## src/rtl/downmix_pkg.sv

```systemverilog
`default_nettype none
// ============================================================================
// Module      : downmix_pkg
// Description : Shared mode encodings, FSM state type and saturation helper
//               for the AXI-Stream channel downmixer.
// Revision    : 1.0 - initial release
// ============================================================================
package downmix_pkg;

    localparam logic [1:0] MODE_AVG = 2'b00;
    localparam logic [1:0] MODE_SEL = 2'b01;
    localparam logic [1:0] MODE_SUM = 2'b10;

    typedef enum logic [1:0] {
        ST_COLLECT = 2'd0,
        ST_OUTPUT  = 2'd1,
        ST_OUTPUT2 = 2'd2
    } state_t;

    // Clamp a sign-extended value into the signed range of 'width' bits.
    function automatic logic signed [63:0] sat_clamp(
        input logic signed [63:0] value,
        input int                 width
    );
        logic signed [63:0] hi;
        logic signed [63:0] lo;
        hi = (64'sd1 <<< (width - 1)) - 64'sd1;
        lo = -hi - 64'sd1;
        if (value > hi) begin
            return hi;
        end else if (value < lo) begin
            return lo;
        end
        return value;
    endfunction

    // The reserved encoding 2'b11 behaves as averaging.
    function automatic logic [1:0] norm_mode(input logic [1:0] m);
        return ((m == MODE_SEL) || (m == MODE_SUM)) ? m : MODE_AVG;
    endfunction

endpackage
`default_nettype wire

```

## src/rtl/downmix_saturate.sv

```systemverilog
`default_nettype none
// ============================================================================
// Module      : downmix_saturate
// Description : Combinational clamp from accumulator width to DATA_WIDTH.
// Revision    : 1.0 - initial release
// ============================================================================
module downmix_saturate
    import downmix_pkg::*;
#(
    parameter int DATA_WIDTH = 24,
    parameter int ACC_W      = 25
) (
    input  logic [ACC_W-1:0]      i_acc,
    output logic [DATA_WIDTH-1:0] o_sat
);

    logic signed [63:0] w_wide;
    logic signed [63:0] w_clamped;
    logic               w_unused_hi;

    assign w_wide      = {{(64-ACC_W){i_acc[ACC_W-1]}}, i_acc};
    assign w_clamped   = sat_clamp(w_wide, DATA_WIDTH);
    assign o_sat       = w_clamped[DATA_WIDTH-1:0];
    assign w_unused_hi = ^w_clamped[63:DATA_WIDTH];

endmodule
`default_nettype wire

```

## src/rtl/axis_channel_downmix.sv

```systemverilog
`default_nettype none
// ============================================================================
// Module      : axis_channel_downmix
// Description : Folds CHANNELS interleaved AXI-Stream samples into one mono
//               sample (average / select / saturating sum). Optional macro
//               DOWNMIX_STEREO_DUP_EN emits each result as a two-beat frame.
// Revision    : 1.0 - initial release
// ============================================================================
module axis_channel_downmix
    import downmix_pkg::*;
#(
    parameter int DATA_WIDTH = 24,
    parameter int OUT_WIDTH  = 24,
    parameter int CHANNELS   = 2
) (
    input  logic                        clk,
    input  logic                        reset,
    input  logic [1:0]                  mode,
    input  logic [$clog2(CHANNELS)-1:0] sel,
    input  logic [DATA_WIDTH-1:0]       s_axis_data,
    input  logic                        s_axis_valid,
    output logic                        s_axis_ready,
    input  logic                        s_axis_last,
    output logic [OUT_WIDTH-1:0]        m_axis_data,
    output logic                        m_axis_valid,
    input  logic                        m_axis_ready,
    output logic                        m_axis_last,
    output logic                        frame_err
);

    localparam int              CH_W      = $clog2(CHANNELS);
    localparam int              ACC_W     = DATA_WIDTH + CH_W;
    localparam logic [CH_W-1:0] C_LAST_CH = CH_W'(CHANNELS - 1);
`ifdef DOWNMIX_STEREO_DUP_EN
    localparam logic            C_FIRST_LAST = 1'b0;
`else
    localparam logic            C_FIRST_LAST = 1'b1;
`endif

    state_t                  r_state;
    logic [CH_W-1:0]         r_ch;
    logic signed [ACC_W-1:0] r_acc;
    logic [1:0]              r_mode;
    logic [CH_W-1:0]         r_sel;
    logic [DATA_WIDTH-1:0]   r_sel_data;
    logic                    r_s_ready;
    logic                    r_m_valid;
    logic                    r_m_last;
    logic [OUT_WIDTH-1:0]    r_m_data;
    logic                    r_frame_err;

    logic                    w_beat;
    logic                    w_first;
    logic [1:0]              w_mode;
    logic [CH_W-1:0]         w_sel;
    logic                    w_sel_hit;
    logic signed [ACC_W-1:0] w_sample_ext;
    logic signed [ACC_W-1:0] w_acc_next;
    logic signed [ACC_W-1:0] w_avg_full;
    logic [DATA_WIDTH-1:0]   w_sel_val;
    logic [DATA_WIDTH-1:0]   w_sum;
    logic [DATA_WIDTH-1:0]   w_result;
    logic [OUT_WIDTH-1:0]    w_out;
    logic                    w_unused_bits;

    assign w_beat  = s_axis_valid && r_s_ready;
    assign w_first = (r_ch == '0);

    // Controls come straight from the ports on the first beat, then from the frame copy.
    assign w_mode    = norm_mode(w_first ? mode : r_mode);
    assign w_sel     = w_first ? sel : r_sel;
    assign w_sel_hit = (r_ch == w_sel);
    assign w_sel_val = w_sel_hit ? s_axis_data : r_sel_data;

    assign w_sample_ext = {{CH_W{s_axis_data[DATA_WIDTH-1]}}, s_axis_data};
    assign w_acc_next   = r_acc + w_sample_ext;
    assign w_avg_full   = w_acc_next >>> CH_W;

    downmix_saturate #(
        .DATA_WIDTH (DATA_WIDTH),
        .ACC_W      (ACC_W)
    ) u_saturate (
        .i_acc (w_acc_next),
        .o_sat (w_sum)
    );

    always_comb begin
        w_result = w_avg_full[DATA_WIDTH-1:0];
        case (w_mode)
            MODE_SEL: w_result = w_sel_val;
            MODE_SUM: w_result = w_sum;
            default:  w_result = w_avg_full[DATA_WIDTH-1:0];
        endcase
    end

    assign w_out         = w_result[DATA_WIDTH-1 -: OUT_WIDTH];
    assign w_unused_bits = ^{w_avg_full[ACC_W-1:DATA_WIDTH], w_result};

    always_ff @(posedge clk) begin
        if (reset) begin
            r_state     <= ST_COLLECT;
            r_ch        <= '0;
            r_acc       <= '0;
            r_mode      <= MODE_AVG;
            r_sel       <= '0;
            r_sel_data  <= '0;
            r_s_ready   <= 1'b0;
            r_m_valid   <= 1'b0;
            r_m_last    <= 1'b0;
            r_m_data    <= '0;
            r_frame_err <= 1'b0;
        end else begin
            r_frame_err <= 1'b0;
            case (r_state)
                ST_COLLECT: begin
                    r_s_ready <= 1'b1;
                    if (w_beat) begin
                        if (w_first) begin
                            r_mode <= w_mode;
                            r_sel  <= sel;
                        end
                        if (w_sel_hit) begin
                            r_sel_data <= s_axis_data;
                        end
                        if (r_ch == C_LAST_CH) begin
                            r_ch  <= '0;
                            r_acc <= '0;
                            if (s_axis_last) begin
                                r_state   <= ST_OUTPUT;
                                r_s_ready <= 1'b0;
                                r_m_valid <= 1'b1;
                                r_m_last  <= C_FIRST_LAST;
                                r_m_data  <= w_out;
                            end else begin
                                r_frame_err <= 1'b1;
                            end
                        end else if (s_axis_last) begin
                            // Early last: drop the partial frame.
                            r_ch        <= '0;
                            r_acc       <= '0;
                            r_frame_err <= 1'b1;
                        end else begin
                            r_ch  <= r_ch + CH_W'(1);
                            r_acc <= w_acc_next;
                        end
                    end
                end
                ST_OUTPUT: begin
                    if (m_axis_ready) begin
`ifdef DOWNMIX_STEREO_DUP_EN
                        r_state  <= ST_OUTPUT2;
                        r_m_last <= 1'b1;
`else
                        r_state   <= ST_COLLECT;
                        r_m_valid <= 1'b0;
                        r_m_last  <= 1'b0;
                        r_s_ready <= 1'b1;
                        r_ch      <= '0;
                        r_acc     <= '0;
`endif
                    end
                end
                ST_OUTPUT2: begin
                    if (m_axis_ready) begin
                        r_state   <= ST_COLLECT;
                        r_m_valid <= 1'b0;
                        r_m_last  <= 1'b0;
                        r_s_ready <= 1'b1;
                        r_ch      <= '0;
                        r_acc     <= '0;
                    end
                end
                default: begin
                    r_state   <= ST_COLLECT;
                    r_m_valid <= 1'b0;
                    r_m_last  <= 1'b0;
                    r_s_ready <= 1'b1;
                end
            endcase
        end
    end

    assign s_axis_ready = r_s_ready;
    assign m_axis_valid = r_m_valid;
    assign m_axis_last  = r_m_last;
    assign m_axis_data  = r_m_data;
    assign frame_err    = r_frame_err;

endmodule
`default_nettype wire

```

## config.mk

```make
export PLATFORM = sky130hd
export DESIGN_NAME = axis_channel_downmix
export DESIGN_NICKNAME = d
export VERILOG_FILES = /design/src/rtl/downmix_pkg.sv /design/src/rtl/downmix_saturate.sv /design/src/rtl/axis_channel_downmix.sv
export SDC_FILE = /design/constraint.sdc
export NUM_CORES = 1
export LEC_CHECK = 0
export CORE_MARGIN = 2
export CORE_UTILIZATION = 45
export DETAILED_ROUTE_END_ITERATION = 12
export GPL_ROUTABILITY_DRIVEN = 0
export PLACE_DENSITY = 0.66
export SYNTH_ARGS = -nofsm -noshare
export SYNTH_HDL_FRONTEND = slang
export SYNTH_HIERARCHICAL = 1
export SYNTH_SLANG_ARGS = --single-unit
```

## constraint.sdc

```tcl
create_clock -name clk -period 7.2 [get_ports clk]
set_input_delay 0.72 -clock clk [delete_from_list [all_inputs] [get_ports clk]]
set_output_delay 0.72 -clock clk [all_outputs]
set_load 0.02 [all_outputs]
```

==> results.sh <==
export IMPL_cts_tree="done"
export IMPL_wl_per_cell_um=19.3
export IMPL_cap_violations=0
export IMPL_clockBufferDepth=2
export IMPL_setup_tns_ns=0
export IMPL_drv_slew=0
export IMPL_dp_hpwl_mm=11.0
export IMPL_overflow=0
export IMPL_synth_xor_area_share_pct=3.57
export IMPL_syn_nets=699
export IMPL_violations="DRC"
export IMPL_syn_area_per_cell_um2=8.44
export IMPL_ys_ff_latch=80
export IMPL_diodes=0
export IMPL_synthSimpleGateAreaFrac_pct=16.1
export IMPL_synth_compound_area_share_pct=27.7
export IMPL_detail_route_antenna_nets=0
export IMPL_final_area_um2=6290
export IMPL_relSlewSlack_pct=24.6
export IMPL_dr_first_iter_drc_count=368
export IMPL_powerDensity_nw_per_um2=192
export IMPL_drt_pass1_iterations=9
export IMPL_core_area_um2=11500
export IMPL_synth_top_family_by_area="compound AO/OA/AOI/OAI gates"
export IMPL_rsz0062_at_grt="false"
export IMPL_clk_latency_ns=0.35
export IMPL_end_kind="flip-flop"
export IMPL_finClkSkew_ns=0.00923
export IMPL_synthAdderAreaFrac_pct=12.4
export IMPL_finalCritPeriodShare_pct=62.2
export IMPL_syn_inst=635
export IMPL_required_ns=7.44
export IMPL_worstReg2RegStart="r_acc[0]"
export IMPL_drc=7
export IMPL_reg2reg_slack_ns=3.28
export IMPL_hold_viol=0
export IMPL_holdCritStartpoint="m_axis_data[0]"
export IMPL_ir_drop_v=0.000115
export IMPL_vias_per_cell=6.13
export IMPL_numCtsBuffers=9
export IMPL_drive_gt1_share_pct=12.8
export IMPL_final_nets=734
export IMPL_ctsHoldBuffers=0
export IMPL_place_inst=802
export IMPL_vias=5010
export IMPL_ctsHtreeMaxLevel=3
export IMPL_grt_max_degree=70
export IMPL_die_w_um=113
export IMPL_run_status="complete, but fails checks"
export IMPL_postCtsSetupRepairBufs=0
export IMPL_initial_core_util_pct=46.5
export IMPL_cp_max_fo=23
export IMPL_synthFlopType="dfxtp_1"
export IMPL_seq_area_um2=1600
export IMPL_numPortBuffers=59
export IMPL_areaGrowthSynthToFinish_pct=17.4
export IMPL_synth_area_mux_share_pct=5.42
export IMPL_synth_area_um2=5360
export IMPL_setup_worst_path_start="s_axis_data[0]"
export IMPL_antenna_found_initial=0
export IMPL_clkSinkCount=80
export IMPL_fmax_mhz=223
export IMPL_multi_input_area_um2=3500
export IMPL_final_cell_mix="93 x nand2_1, 80 x dfxtp_1, 60 x a21oi_1"
export IMPL_ys_warn_count=6
export IMPL_fin_crit_ns=4.48
export IMPL_grt_pass1_wl_mm=25.2
export IMPL_cp_arrival_ns=4.72
export IMPL_r2r_end="m_axis_data[18]"
export IMPL_place_area_um2=5980
export IMPL_min_path_type="flip-flop to flip-flop"
export IMPL_cts_root_buffer="clkbuf_16"
export IMPL_synth_async_reset_ratio_pct=0
export IMPL_cp_endpoint="m_axis_data[18]"
export IMPL_seq_area_frac_synth_pct=29.9
export IMPL_final_common_cell="nand2_1"
export IMPL_r2r_cells=13
export IMPL_start_kind="input port"
export IMPL_fill_cells=1065
export IMPL_wl_mm=15.7
export IMPL_finalSetupViolations=0
export IMPL_grt_usage_pct=24.8
export IMPL_die_h_um=113
export IMPL_grt_pass1_vias=4808
export IMPL_clkTransAtPathRegs_ns=0.06
export IMPL_rows=39
export IMPL_whs_ns=0.452
export IMPL_dieArea_um2=12800
export IMPL_yosysUniqueCellTypes=64
export IMPL_worst_pin_slew_ns=1.13
export IMPL_ios=60
export IMPL_cts_resized=0
export IMPL_synth_edf_count=0
export IMPL_path_class="input port to flip-flop"
export IMPL_instances_no_fill=817
export IMPL_power_leakage_nw=2.44
## registers in the layout (all words and copies together) (netlist names)
name,cells
r_state,1
s_axis_ready,1
r_sel_data,24
m_axis_data,24
r_sel,1
r_ch,1
frame_err,1
r_acc,25
r_mode,2
## power by group
part	total (mW)	internal [mW]	switching, mW
Combinational	0.270	0.112	0.158
Clock	0.477	0.286	0.191
Sequential	0.462	0.455	0.00745
## cells in the mapped netlist (6+ instances only)
master / n / area, um^2
xor2_1: 8 / 70.1
nor3_1: 13 / 65.1
a22oi_1: 27 / 203
ha_1: 31 / 388
mux2_2: 24 / 270
a221o_1: 9 / 90.1
o211ai_1: 6 / 45.0
nand4_1: 7 / 43.8
nor2b_1: 6 / 37.5
clkbuf_1: 27 / 101
nand2_1: 93 / 349
dfxtp_1: 80 / 1600
a21oi_1: 60 / 300
xnor2_1: 12 / 105
and2_1: 8 / 50.1
maj3_2: 20 / 225
a221oi_1: 9 / 78.8
a21o_1: 16 / 120
o21ai_0: 21 / 105
nand3_1: 6 / 30.0
a22o_1: 15 / 131
nor2_1: 34 / 128
inv_1: 12 / 45.0
buf_2: 8 / 40.0
## worst min-delay path by stage
stage / depth (start not counted) / end / slack, ns
2_1_floorplan: 2 / r_acc[11] / 0.43
3_3_place_gp: 2 / r_sel_data[17] / 0.44
3_5_place_dp: 2 / m_axis_data[2] / 0.45
4_1_cts: 2 / m_axis_data[0] / 0.45
5_1_grt: 2 / r_sel_data[7] / 0.47
6_report: 2 / m_axis_data[0] / 0.45
## worst max-delay path, cell delays in order
cell and delay, ns:
clkdlybuf4s50_1 0.46, ha_1 0.26, fa_1 0.41, a21o_1 0.20, a221oi_2 0.43, o211a_1 0.41
nand4_1 0.22, nand3_1 0.14, and2_1 0.17, inv_2 0.21, maj3_2 0.37, a221oi_1 0.36
nor2_1 0.09, a221o_1 0.29
## area by class of cell
type / instances / share of cell area (%)
clock buffers: 11 / 4.02
flip-flops and latches: 80 / 25.5
repair buffers: 67 / 10.3
well taps: 143 / 2.84
inverters: 14 / 0.835
clock inverters: 4 / 0.855
multi-input cells: 498 / 55.7
## routing by layer
layer | global-route usage, % | wire length [um]
met5 | 0 | 0
met4 | 10.2 | 431
met3 | 3.00 | 1070
met2 | 40.2 | 7230
met1 | 33.7 | 7000
## metrics by stage
| stage | total power [mW] | setup slack, ns | utilization [%] |
|---|---|---|---|
| floorplan | 0.662 | 3.40 | - |
| global placement | 0.732 | 2.54 | 52.0 |
| detailed placement | 0.736 | 2.40 | 52.0 |
| CTS | 1.21 | 2.77 | 54.6 |
| global route | 1.26 | 2.54 | 54.6 |
| finish | 1.21 | 2.72 | 54.6 |
## cell families after synthesis
logic type	after synthesis
flip-flops	80
adder cells (fa/ha/maj)	55
buffers and inverters	57
XOR/XNOR	21
multiplexers	26
AO/OA/AOI/OAI	206
AND/OR/NAND/NOR	190
No activity file was read; power rests on OpenSTA's default activity.
